==> src/rtl/div_iter_pkg.sv <==
// Shared definitions for the iterative divider.
//   divStateT : FSM encoding (IDLE, BUSY, DONE)
//   DIV_WIDTH : default operand width
package cpu_defs;

    localparam int DIV_WIDTH = 32;

    typedef enum logic [1:0] {
        IDLE = 2'd0,
        BUSY = 2'd1,
        DONE = 2'd2
    } divStateT;

endpackage

==> src/rtl/div_iter_abs_fix.sv <==
// div_abs_fix: combinational conditional two's-complement negate.
// Conditions operands (absolute value) and fixes result signs.
//   value  in  WIDTH : input word
//   negate in  1     : 1 = return -value, 0 = pass through
//   result out WIDTH : value or its WIDTH-bit two's complement
module div_abs_fix
    import cpu_defs::*;
#(
    parameter int WIDTH = DIV_WIDTH
) (
    input  logic [WIDTH-1:0] value,
    input  logic             negate,
    output logic [WIDTH-1:0] result
);

    // Negation wraps at WIDTH bits, so -(-2^(WIDTH-1)) stays 0x80..0,
    // which is the correct magnitude when read as unsigned.
    assign result = negate ? (~value + WIDTH'(1)) : value;

endmodule

==> src/rtl/div_iter.sv <==
// div_iter: iterative radix-2 restoring divider for MIPS DIV/DIVU.
// One start cycle plus WIDTH iteration cycles; result = {remainder, quotient}.
//   clk           in  1       : pipeline clock
//   resetn        in  1       : asynchronous active-low reset
//   div_en        in  1       : DIV/DIVU sitting in E (level)
//   signed_div    in  1       : 1 = DIV, 0 = DIVU (sampled at start)
//   a, b          in  WIDTH   : dividend / divisor (sampled at start)
//   cancel        in  1       : exception flush, aborts everything
//   d_cache_stall in  1       : pipeline frozen this cycle
//   div_stall     out 1       : busy, feeds the hazard unit's ALU stall
//   div_ready     out 1       : result valid this cycle
//   result        out 2*WIDTH : {remainder, quotient}
module div_iter
    import cpu_defs::*;
#(
    parameter int WIDTH = DIV_WIDTH
) (
    input  logic               clk,
    input  logic               resetn,
    input  logic               div_en,
    input  logic               signed_div,
    input  logic [WIDTH-1:0]   a,
    input  logic [WIDTH-1:0]   b,
    input  logic               cancel,
    input  logic               d_cache_stall,
    output logic               div_stall,
    output logic               div_ready,
    output logic [2*WIDTH-1:0] result
);

    localparam int CW = $clog2(WIDTH) + 1;

    divStateT           stateReg;
    divStateT           stateNext;
    logic [CW-1:0]      countReg;
    logic [WIDTH-1:0]   remReg;
    logic [WIDTH-1:0]   quoReg;
    logic [WIDTH-1:0]   divisorReg;
    logic               negQuoReg;
    logic               negRemReg;
    logic [2*WIDTH-1:0] resultReg;

    logic               startDiv;
    logic [WIDTH-1:0]   absA;
    logic [WIDTH-1:0]   absB;
    logic [WIDTH:0]     remShift;
    logic [WIDTH+1:0]   trial;
    logic               trialOk;
    logic [WIDTH-1:0]   remStep;
    logic [WIDTH-1:0]   quoStep;
    logic [WIDTH-1:0]   fixedQuo;
    logic [WIDTH-1:0]   fixedRem;

    assign startDiv = (stateReg == IDLE) && div_en && !cancel;

    // Operand conditioning: magnitudes for the unsigned core.
    div_abs_fix #(.WIDTH(WIDTH)) uAbsA (
        .value  (a),
        .negate (signed_div & a[WIDTH-1]),
        .result (absA)
    );

    div_abs_fix #(.WIDTH(WIDTH)) uAbsB (
        .value  (b),
        .negate (signed_div & b[WIDTH-1]),
        .result (absB)
    );

    // One restoring step. The dividend is kept in quoReg and shifted out of
    // its MSB into the partial remainder as quotient bits shift in at the LSB.
    // The shifted remainder needs WIDTH+1 bits (it can reach 2*divisor-1),
    // plus one more bit to read the borrow of the trial subtraction.
    // A zero divisor makes every trial succeed, which naturally yields
    // quotient = all ones and remainder = dividend.
    assign remShift = {remReg, quoReg[WIDTH-1]};
    assign trial    = {1'b0, remShift} - {2'b00, divisorReg};
    assign trialOk  = ~trial[WIDTH+1];
    assign remStep  = trialOk ? trial[WIDTH-1:0] : remShift[WIDTH-1:0];
    assign quoStep  = {quoReg[WIDTH-2:0], trialOk};

    // Sign fix-up applied to the final step's values as DONE is entered.
    div_abs_fix #(.WIDTH(WIDTH)) uFixQuo (
        .value  (quoStep),
        .negate (negQuoReg),
        .result (fixedQuo)
    );

    div_abs_fix #(.WIDTH(WIDTH)) uFixRem (
        .value  (remStep),
        .negate (negRemReg),
        .result (fixedRem)
    );

    // State register
    always_ff @(posedge clk or negedge resetn) begin
        if (!resetn) begin
            stateReg <= IDLE;
        end else begin
            stateReg <= stateNext;
        end
    end

    // Next-state logic; cancel overrides every transition.
    always_comb begin
        stateNext = stateReg;
        if (cancel) begin
            stateNext = IDLE;
        end else begin
            case (stateReg)
                IDLE:    if (div_en) stateNext = BUSY;
                BUSY:    if (countReg == CW'(1)) stateNext = DONE;
                // Leaving DONE only when the pipeline advances keeps a
                // frozen DIV from being started a second time.
                DONE:    if (!d_cache_stall) stateNext = IDLE;
                default: stateNext = IDLE;
            endcase
        end
    end

    // Output logic
    always_comb begin
        div_stall = 1'b0;
        div_ready = 1'b0;
        if (!cancel) begin
            case (stateReg)
                IDLE:    div_stall = div_en;
                BUSY:    div_stall = 1'b1;
                DONE:    div_ready = 1'b1;
                default: div_stall = 1'b0;
            endcase
        end
    end

    // Counter and datapath
    always_ff @(posedge clk or negedge resetn) begin
        if (!resetn) begin
            countReg   <= '0;
            remReg     <= '0;
            quoReg     <= '0;
            divisorReg <= '0;
            negQuoReg  <= 1'b0;
            negRemReg  <= 1'b0;
            resultReg  <= '0;
        end else if (cancel) begin
            countReg <= '0;
        end else if (startDiv) begin
            countReg   <= CW'(WIDTH);
            remReg     <= '0;
            quoReg     <= absA;
            divisorReg <= absB;
            negQuoReg  <= signed_div & (a[WIDTH-1] ^ b[WIDTH-1]);
            negRemReg  <= signed_div & a[WIDTH-1];
        end else if (stateReg == BUSY) begin
            remReg   <= remStep;
            quoReg   <= quoStep;
            countReg <= countReg - CW'(1);
            if (countReg == CW'(1)) begin
                resultReg <= {fixedRem, fixedQuo};
            end
        end
    end

    assign result = resultReg;

endmodule

==> config.mk <==
export PLATFORM = sky130hd
export DESIGN_NAME = div_iter
export DESIGN_NICKNAME = d
export VERILOG_FILES = /design/src/rtl/div_iter_pkg.sv /design/src/rtl/div_iter_abs_fix.sv /design/src/rtl/div_iter.sv
export SDC_FILE = /design/constraint.sdc
export NUM_CORES = 1
export LEC_CHECK = 0
export CAP_MARGIN = 20
export CORE_MARGIN = 2
export CORE_UTILIZATION = 52
export CTS_CLUSTER_DIAMETER = 80
export DETAILED_ROUTE_END_ITERATION = 6
export GPL_TIMING_DRIVEN = 0
export PLACE_DENSITY = 0.82
export SYNTH_ARGS = -nofsm -noshare
export SYNTH_HDL_FRONTEND = slang
export SYNTH_HIERARCHICAL = 1
export SYNTH_SLANG_ARGS = --single-unit
export TNS_END_PERCENT = 100
==> constraint.sdc <==
create_clock -name clk -period 3.7 [get_ports clk]
set_clock_uncertainty 0.1 [all_clocks]
set_input_delay 1.11 -clock clk [delete_from_list [all_inputs] [get_ports clk]]
set_output_delay 1.11 -clock clk [all_outputs]
set_load 0.01 [all_outputs]
======== Word level (Yosys, flattened, before mapping) ========
Cells that the tools add are included.
storage, ports and cells
  output and inout bits ................... 66
  input bits .............................. 70
  flip-flop bits (word level) ............. 170
operators by class
  mux-type cells .......................... 21
  $add $sub $neg .......................... 6
  equal/unequal tests ..................... 6
  reductions and logical operators ........ 10
  bitwise logic cells ..................... 11
operators by type and width
  operator                                           count
  two-way mux 32 bit                                 9
  adder 32 x 1 -> 32 bit (second input constant)     4
  inverter 32 bit                                    4
  subtractor 33 x 32 -> 34 bit                       1
  two-way mux 6 bit                                  3
  inequality test 3 bit (second input constant)      3
  two-way mux 2 bit                                  4
  == test 6 x 1 -> 1 bit (second input constant)     1
  case mux 2 bit (3 select lines)                    1
  subtractor 6 x 1 -> 6 bit (second input constant)  1
  AND reduction 2 bit                                2
  AND reduction 4 bit                                1
  AND 1 bit                                          3
  two-way mux 1 bit                                  3
  inverter 1 bit                                     3
  AND reduction 3 bit                                1
  nonzero test 3 bit                                 1
  == test 2 x 1 -> 1 bit (second input constant)     1
  == test 2 bit (second input constant)              1
  logical AND 1 bit                                  2
  zero test 2 bit                                    1
  case mux 1 bit (2 select lines)                    1
  nonzero test 2 bit                                 1
  zero test 1 bit                                    1
  XOR 1 bit                                          1

======== Logic depth before layout (Yosys ltp) ========
Gate-level depths: netlist (run 1).
  word-level depth ........................ 5
  mapped depth ............................ 19
  mapped depth without buffers ............ 18

======== Cells and area by module ========
Netlist (run 1), hierarchy kept.
modules (own cells, without submodules)
  module       cells each  instances  area each (um^2)
  div_iter     865         1          8,789.7
  div_abs_fix  99          4          777.0

======== Worst setup path before layout (run 1) ========
Ideal clock, no wire load.
  kind .................................... register to register
  start point ............................. register quoReg[31]
  end point ............................... register resultReg[58], in the netlist result[58]
  path buffers ............................ 0
  cell stages (with the launch flop) ...... 19
  slack ................................... -0.415 ns
  data arrival time ....................... 3.891 ns
  setup time .............................. 0.125 ns
  cell sequence ........................... dfrtp_1 inv_1 ha_1 inv_1 fa_1 a21o_1 a221oi_2 o21a_2 o21ai_2 nor2_1 o21bai_1 a31oi_1 xor2_1 o21ai_0 nor4_4 nand2_1 o41ai_1 xnor2_1 mux2_2
on the way
  word-level cells in the longest chain between the ends .. 5
RTL lines
  what                          RTL line                source
  from (decl)                   div_iter.sv:37          logic [WIDTH-1:0] quoReg;
  from (signal assigned)        div_iter.sv:149         quoReg <= absA;
  from (signal assigned)        div_iter.sv:155         quoReg <= quoStep;
  subtractor 33 x 32 -> 34 bit  div_iter.sv:76          assign trial = {1'b0, remShift} - {2'b00, divisorReg};
  two-way mux 32 bit            div_iter.sv:78          assign remStep = trialOk ? trial[WIDTH-1:0] : remShift[WIDTH-1:0];
  via remStep[18]               div_iter.sv:49          logic [WIDTH-1:0] remStep;
  inverter 32 bit               div_iter_abs_fix.sv:18  assign result = negate ? (~value + WIDTH'(1)) : value;
  adder 32 x 1 -> 32 bit        div_iter_abs_fix.sv:18
  two-way mux 32 bit            div_iter_abs_fix.sv:18
  via fixedRem[26]              div_iter.sv:52          logic [WIDTH-1:0] fixedRem;
  to (signal assigned)          div_iter.sv:158         resultReg <= {fixedRem, fixedQuo};
  to (decl)                     div_iter.sv:41          logic [2*WIDTH-1:0] resultReg;
The timed path passes the listed nets, and every way through them passes these cells.
A chain may end at the register's enable or synchronous reset.

======== Final worst setup path (run 1) ========
  start point ............................. register quoReg[31]
  end point ............................... register resultReg[59], in the netlist result[59]
The elaborated chain is that of the path after synthesis.

==> results.yml, run 1 <==
setup_path:
  crit_type: "flip-flop to flip-flop"
  critical_path_buf_inv_count: 2
  cp-start-kind: "flip-flop"
  crit_path_cell_trace: "inv_2 > ha_4 > inv_2 > fa_2 > a21o_1 > a221oi_2 > o21a_2 > o21ai_4 > nor2_2 > o21bai_1 > a31oi_1 > xor2_1 > o21ai_2 > nor4_4 > nand4b_4 > o41ai_4 > xnor2_1 > mux2_4"
  crit_required_ps: 3920
  critical-path-top-delay-family: "compound AO/OA/AOI/OAI gates"
  slowest_stage: "dfrtp_1"
  path_common_cell: "inv_2"
  worst_setup_path_end_kind: "flip-flop"
  slowest_delay_ps: 390
  crit_path_max_fanout: 5
  cp_data_arrival_time_ps: 4540
synth:
  yosys.area.top_type_share_pct: 35.8
  post-synth-top-area-cell: "dfrtp_1"
  ys_warn_count: 6
  synth.area.top_cells: "dfrtp_1, xnor2_1, mux2_2, nand2_1, o21ai_0"
  syn-num-nets: 1370
  synthesis.area_mm2: 0.0119
  synth_edf_count: 0
  syn_inst: 1261
  syn_area_per_cell_um2: 9.44
  yosys.cell_types.count: 72
  synthArstFlopShare_pct: 100
  synth-seq-cells: 170
  synth_ff_type: "dfrtp_1"
  ys_seq_area_share_pct: 35.8
timing:
  relSlewSlack_pct: 21.5
  post-route-min-period_ps: 4320
  fin_setup_tns_ps: -16230
  maxSlewViolCount: 0
  fin_crit_sh_pct: 117
  worst_pin_slew_ps: 1180
  rsz0062_at_grt: "true"
  hold_violations: 0
  setup_viol: 54
  fin_ws_ps: -617
  fmax_ghz: 0.232
  hold_ws_ps: 405
outcome:
  status: "complete, but fails checks"
  violations: "design-rule violations, negative setup slack"
floorplan:
  die_w_um: 155
  die_y_um: 155
  rows: 55
  coreArea_mm2: 0.0226
  die-area_mm2: 0.0241
  start_util_pct: 52.7
  pin_count: 136
placed_design:
  port_buffers: 134
  gp_congestion: 0.970
  place_area_mm2: 0.0138
  hpwlAfterDp_mm: 25.9
global_route:
  grt_pass1_wl_mm: 57.0
  grt_usage_pct: 30.0
  grt.overflow.total: 0
  grt_pass1_vias: 10400
  grt_max_degree: 103
  antenna_found_initial: 0
detailed_routing:
  drcViolationCount: 9
  drt_pre_antenna_iters: 7
  routedWlPerCell_um: 22.1
  vias: 11400
  totalWireLength_mm: 39.8
  drtIter0Drc: 1063
  via_per_inst: 6.30
  antenna_left: 0
final_layout:
  fin_area_mm2: 0.0163
  layout_commonest_cell: "nand2_1"
  syn2layout_area_growth_pct: 36.7
  final_cell_mix: "nand2_1, dfrtp_1, clkdlybuf4s50_1, xnor2_1, buf_4"
  diodes: 0
  final_nets: 1614
  layout-drive-gt1-share_pct: 26.9
  utilization_pct: 72.1
clocking:
  ctsLongestPathBuffers: 2
  cts.hold.buffers_added: 0
  htree_levels: 4
  cts_inserted_buffers: 17
  clkSinkCount: 170
  root_buffer: "clkbuf_16"
  cts_tree: "built"
  clkSlewWorstSetupHoldPaths_ps: 70
  insertion_delay_ps: 450
worst_hold_path:
  hp-class: "flip-flop to flip-flop"
run:
  maxCapViolations: 0
pwr:
  peakVddDrop_uv: 320
  power_density_mw_per_mm2: 518
  power.leakage_nw: 6.98
cell type report:
cell class / instances / area, um^2
clock buffers: 19 / 453
flip-flops and latches: 170 / 4260
well taps: 285 / 357
inverters: 50 / 196
multi-input cells: 975 / 8340
clock inverters: 13 / 174
plain buffers: 63 / 349
fillers: 1516 / 6300
repair buffers: 228 / 2140
worst register-to-register path: stages (launching register included):
cell	delay (ps)
dfrtp_1	390
inv_2	80
ha_4	130
inv_2	40
fa_2	350
a21o_1	210
a221oi_2	290
o21a_2	220
o21ai_4	90
nor2_2	110
o21bai_1	90
a31oi_1	230
xor2_1	350
o21ai_2	140
nor4_4	300
nand4b_4	270
o41ai_4	320
xnor2_1	180
mux2_4	320
Yosys cell counts (all sizes together) (2+ instances only):
library cell	n
a211o	2
a211oi	3
a21boi	3
a21o	15
a21oi	28
a22o	27
a22oi	31
a31oi	9
a41oi	2
and2	4
and3	3
and4	3
buf	21
clkbuf	45
dfrtp	170
ha	38
inv	50
mux2	74
mux2i	2
nand2	193
nand2b	18
nand3	19
nand3b	6
nand4	19
nand4b	5
nor2	36
nor2b	9
nor3	14
nor3b	4
nor4	26
o2111ai	2
o211ai	5
o21a	5
o21ai	102
o21bai	7
o31ai	37
o41ai	37
or2	8
or2b	8
or3	5
or4	2
xnor2	139
xor2	13
worst paths after layout:
check,from,to,slack (ps),cells past startpoint
max,quoReg[31],result[59],-620,18
min in group asynchronous,resetn,divisorReg[13],510,1
max reg2reg,quoReg[31],result[59],-620,18
min,result[12],result[12],400,1
max in group asynchronous,resetn,result[11],2110,2
min reg2reg,result[12],result[12],400,1
cell families after synthesis:
group	Yosys count	synth area share [%]
adders and majority gates	39	4.16
and+or+nand+nor	384	17.8
buffers and inverters	116	3.93
muxes	76	7.36
DFF	170	35.8
xor gates and xnor gates	152	11.2
AOI/OAI and AO/OA	324	19.8
what timing repair did:
item | 4_1_cts | 5_1_grt
buffers inserted | 47 | 46
gates cloned | 0 | 0
setup endpoints to repair | 53 | 54
resized for setup | 124 | 141
pin swaps | 57 | 53
metrics by stage:
| stage | setup slack, ps | power (mW) | instances |
|---|---|---|---|
| finish | -617 | 8.42 | 1803 |
| detailed placement | -1390 | 5.46 | 1681 |
| CTS | -454 | 7.73 | 1759 |
| floorplan | -133 | 4.36 | 1261 |
| global route | -724 | 8.75 | 1803 |
| global placement | -5300 | 5.33 | 1680 |
report_power, final:
group / switching (mW) / leakage [nW] / total [mW] / internal, mW
combinational: 1.95 / 4.43 / 3.73 / 1.78
sequential: 0.490 / 2.24 / 2.76 / 2.27
clock: 0.875 / 0.308 / 1.94 / 1.07
total: 3.31 / 6.98 / 8.42 / 5.11
sequential cells by signal (all words and copies together), names as in the netlist:
signal      cells
negRemReg       1
negQuoReg       1
countReg        6
divisorReg     32
result         64
stateReg        2
remReg         32
quoReg         32
routing by layer:
metal | global-route usage, % | vias to the layer above | part of all wire, %
met5 | 0 | - | 0
met4 | 6.60 | 0 | 2.8
met3 | 4.96 | 101 | 8.8
met2 | 49.2 | 630 | 47
met1 | 42.2 | 5584 | 41
li1 | - | 5047 | -
Power figures use the tool's default switching activity.
==> inputs of run 2 (changes only) <==
Settings changed: SLEW_MARGIN set to 20.
==> run 2 against run 1 <==
  * The run ends with negative setup slack left
  * Power about the same
  * Critical path depth is the same
  * Wire length about the same
  * Worst hold slack is essentially flat
  * Die area stayed put
  * Register-to-register slack hardly changed
  * Clock power about the same
  * Fmax is 0.19% higher
  * Critical endpoint unchanged
  * Largest cell class unchanged
  * Largest power group unchanged
==> results.yml, run 2 (same netlist as run 1, synthesis figures left out) <==
timing:
  maxSlewViolCount: 0
  fin_setup_tns_ps: -15770
  post-route-min-period_ps: 4310
  fin_crit_sh_pct: 116
  hold_violations: 0
  worst_pin_slew_ps: 1170
  rsz0062_at_grt: "true"
  fin_ws_ps: -609
  relSlewSlack_pct: 21.8
  setup_viol: 53
  fmax_ghz: 0.232
  hold_ws_ps: 405
placed_design:
  port_buffers: 134
  hpwlAfterDp_mm: 25.9
  gp_congestion: 0.970
  preCtsSetupSlack_ps: -1390
global_route:
  grt_pass1_wl_mm: 57.0
  antenna_found_initial: 0
  grt_pass1_vias: 10400
  grt_max_degree: 102
  grt.overflow.total: 0
  grt_usage_pct: 30.0
setup_path:
  crit_type: "flip-flop to flip-flop"
  cp-start-kind: "flip-flop"
  cp_data_arrival_time_ps: 4530
  slowest_stage: "dfrtp_1"
  crit_path_cell_trace: "inv_2 > ha_4 > inv_2 > fa_2 > a21o_1 > a221oi_2 > o21a_2 > o21ai_4 > nor2_2 > o21bai_1 > a31oi_1 > xor2_1 > o21ai_2 > nor4_4 > nand4b_4 > o41ai_4 > xnor2_1 > mux2_4"
  path_common_cell: "inv_2"
  crit_path_max_fanout: 5
  slowest_delay_ps: 390
  worst_setup_path_end_kind: "flip-flop"
  crit_required_ps: 3920
outcome:
  status: "complete, but fails checks"
  violations: "negative setup slack"
detailed_routing:
  wl_met1_mm: 16.5
  via_per_inst: 6.30
  drt_pre_antenna_iters: 5
  met3WireLength_mm: 3.47
  top_layer: "met4"
  totalWireLength_mm: 39.8
  antenna_left: 0
  wl_met2_mm: 18.7
  drcViolationCount: 0
  vias: 11400
  routedWlPerCell_um: 22.1
  drtIter0Drc: 1096
floorplan:
  pin_count: 136
  start_util_pct: 52.7
  rows: 55
  die_w_um: 155
  die_y_um: 155
  die-area_mm2: 0.0241
  coreArea_mm2: 0.0226
clocking:
  htree_levels: 4
  ctsLongestPathBuffers: 2
  cts_tree: "built"
  clkSlewWorstSetupHoldPaths_ps: 70
  insertion_delay_ps: 450
  root_buffer: "clkbuf_16"
  cts_inserted_buffers: 17
  clkSinkCount: 170
worst_hold_path:
  hp-class: "flip-flop to flip-flop"
final_layout:
  utilization_pct: 72.1
  syn2layout_area_growth_pct: 36.7
  layout-drive-gt1-share_pct: 26.9
  fillers: 1516
  final_nets: 1614
  largest_reg_flops: 64
  final_cell_mix: "nand2_1, dfrtp_1, clkdlybuf4s50_1, xnor2_1, buf_4"
  layout_commonest_cell: "nand2_1"
  diodes: 0
pwr:
  peakVddDrop_uv: 320
  power.leakage_nw: 6.98
  power_density_mw_per_mm2: 518
run:
  maxCapViolations: 0
==> run 2: cell counts in the layout (fill, tap and decap cells not counted) <==
No cell type changed its count.
==> run 2: critical path: cells and delay by family, from the launching register on <==
kind / cells / cell delay, ps
buffers and inverters: 2 / 120
AOI/OAI and AO/OA: 8 / 1580
and+or+nand+nor: 3 / 670
xor gates and xnor gates: 2 / 520
DFF: 1 / 390
muxes: 1 / 320
adders and majority gates: 2 / 480
==> run 2: routing by layer <==
metal / track usage (%) / up-vias
met5: 0 / -
met4: 6.60 / 0
met3: 4.96 / 108
met2: 49.2 / 653
met1: 42.1 / 5554
li1: - / 5042
==> run 2: timing repair <==
| action | 4_1_cts | 5_1_grt |
|---|---|---|
| endpoints found under the setup margin | 53 | 54 |
| pin swaps | 57 | 53 |
| setup buffers | 47 | 46 |
| resized for setup | 124 | 141 |
| hold buffers | 0 | 0 |
==> run 2: path summary, 6_finish.rpt <==
| path | start | end | slack (ps) | cells past startpoint |
|---|---|---|---|---|
| worst max-delay path | quoReg[31] | result[59] | -610 | 18 |
| worst min-delay path | result[12] | result[12] | 400 | 1 |
| worst max register to register | quoReg[31] | result[59] | -610 | 18 |
| worst min register to register | result[12] | result[12] | 400 | 1 |
| max in group asynchronous | resetn | result[11] | 2110 | 2 |
| min in group asynchronous | resetn | divisorReg[14] | 510 | 1 |
==> run 2: cell type report <==
cell class,instances,area [um^2],area share (%)
timing repair buffer,228,2140,13.2
multi-input combinational,975,8340,51.3
sequential,170,4260,26.2
clock buffer,19,453,2.78
inverter,50,196,1.21
tap,285,357,2.19
clock inverter,13,174,1.07
buffer,63,349,2.15
==> run 2: power breakdown <==
group          total [mW]  internal (mW)  switching [mW]
sequential           2.76           2.27           0.494
clock                1.94           1.07           0.872
combinational        3.72           1.78            1.95
==> run 2: per-stage QoR <==
step / instance area [um^2] / cells / total power, mW
after floorplan: 12100 / 1261 / 4.36
after global placement: 13800 / 1680 / 5.33
after detailed placement: 13800 / 1681 / 5.46
after CTS: 15300 / 1759 / 7.73
after global routing: 16300 / 1803 / 8.75
final: 16300 / 1803 / 8.42
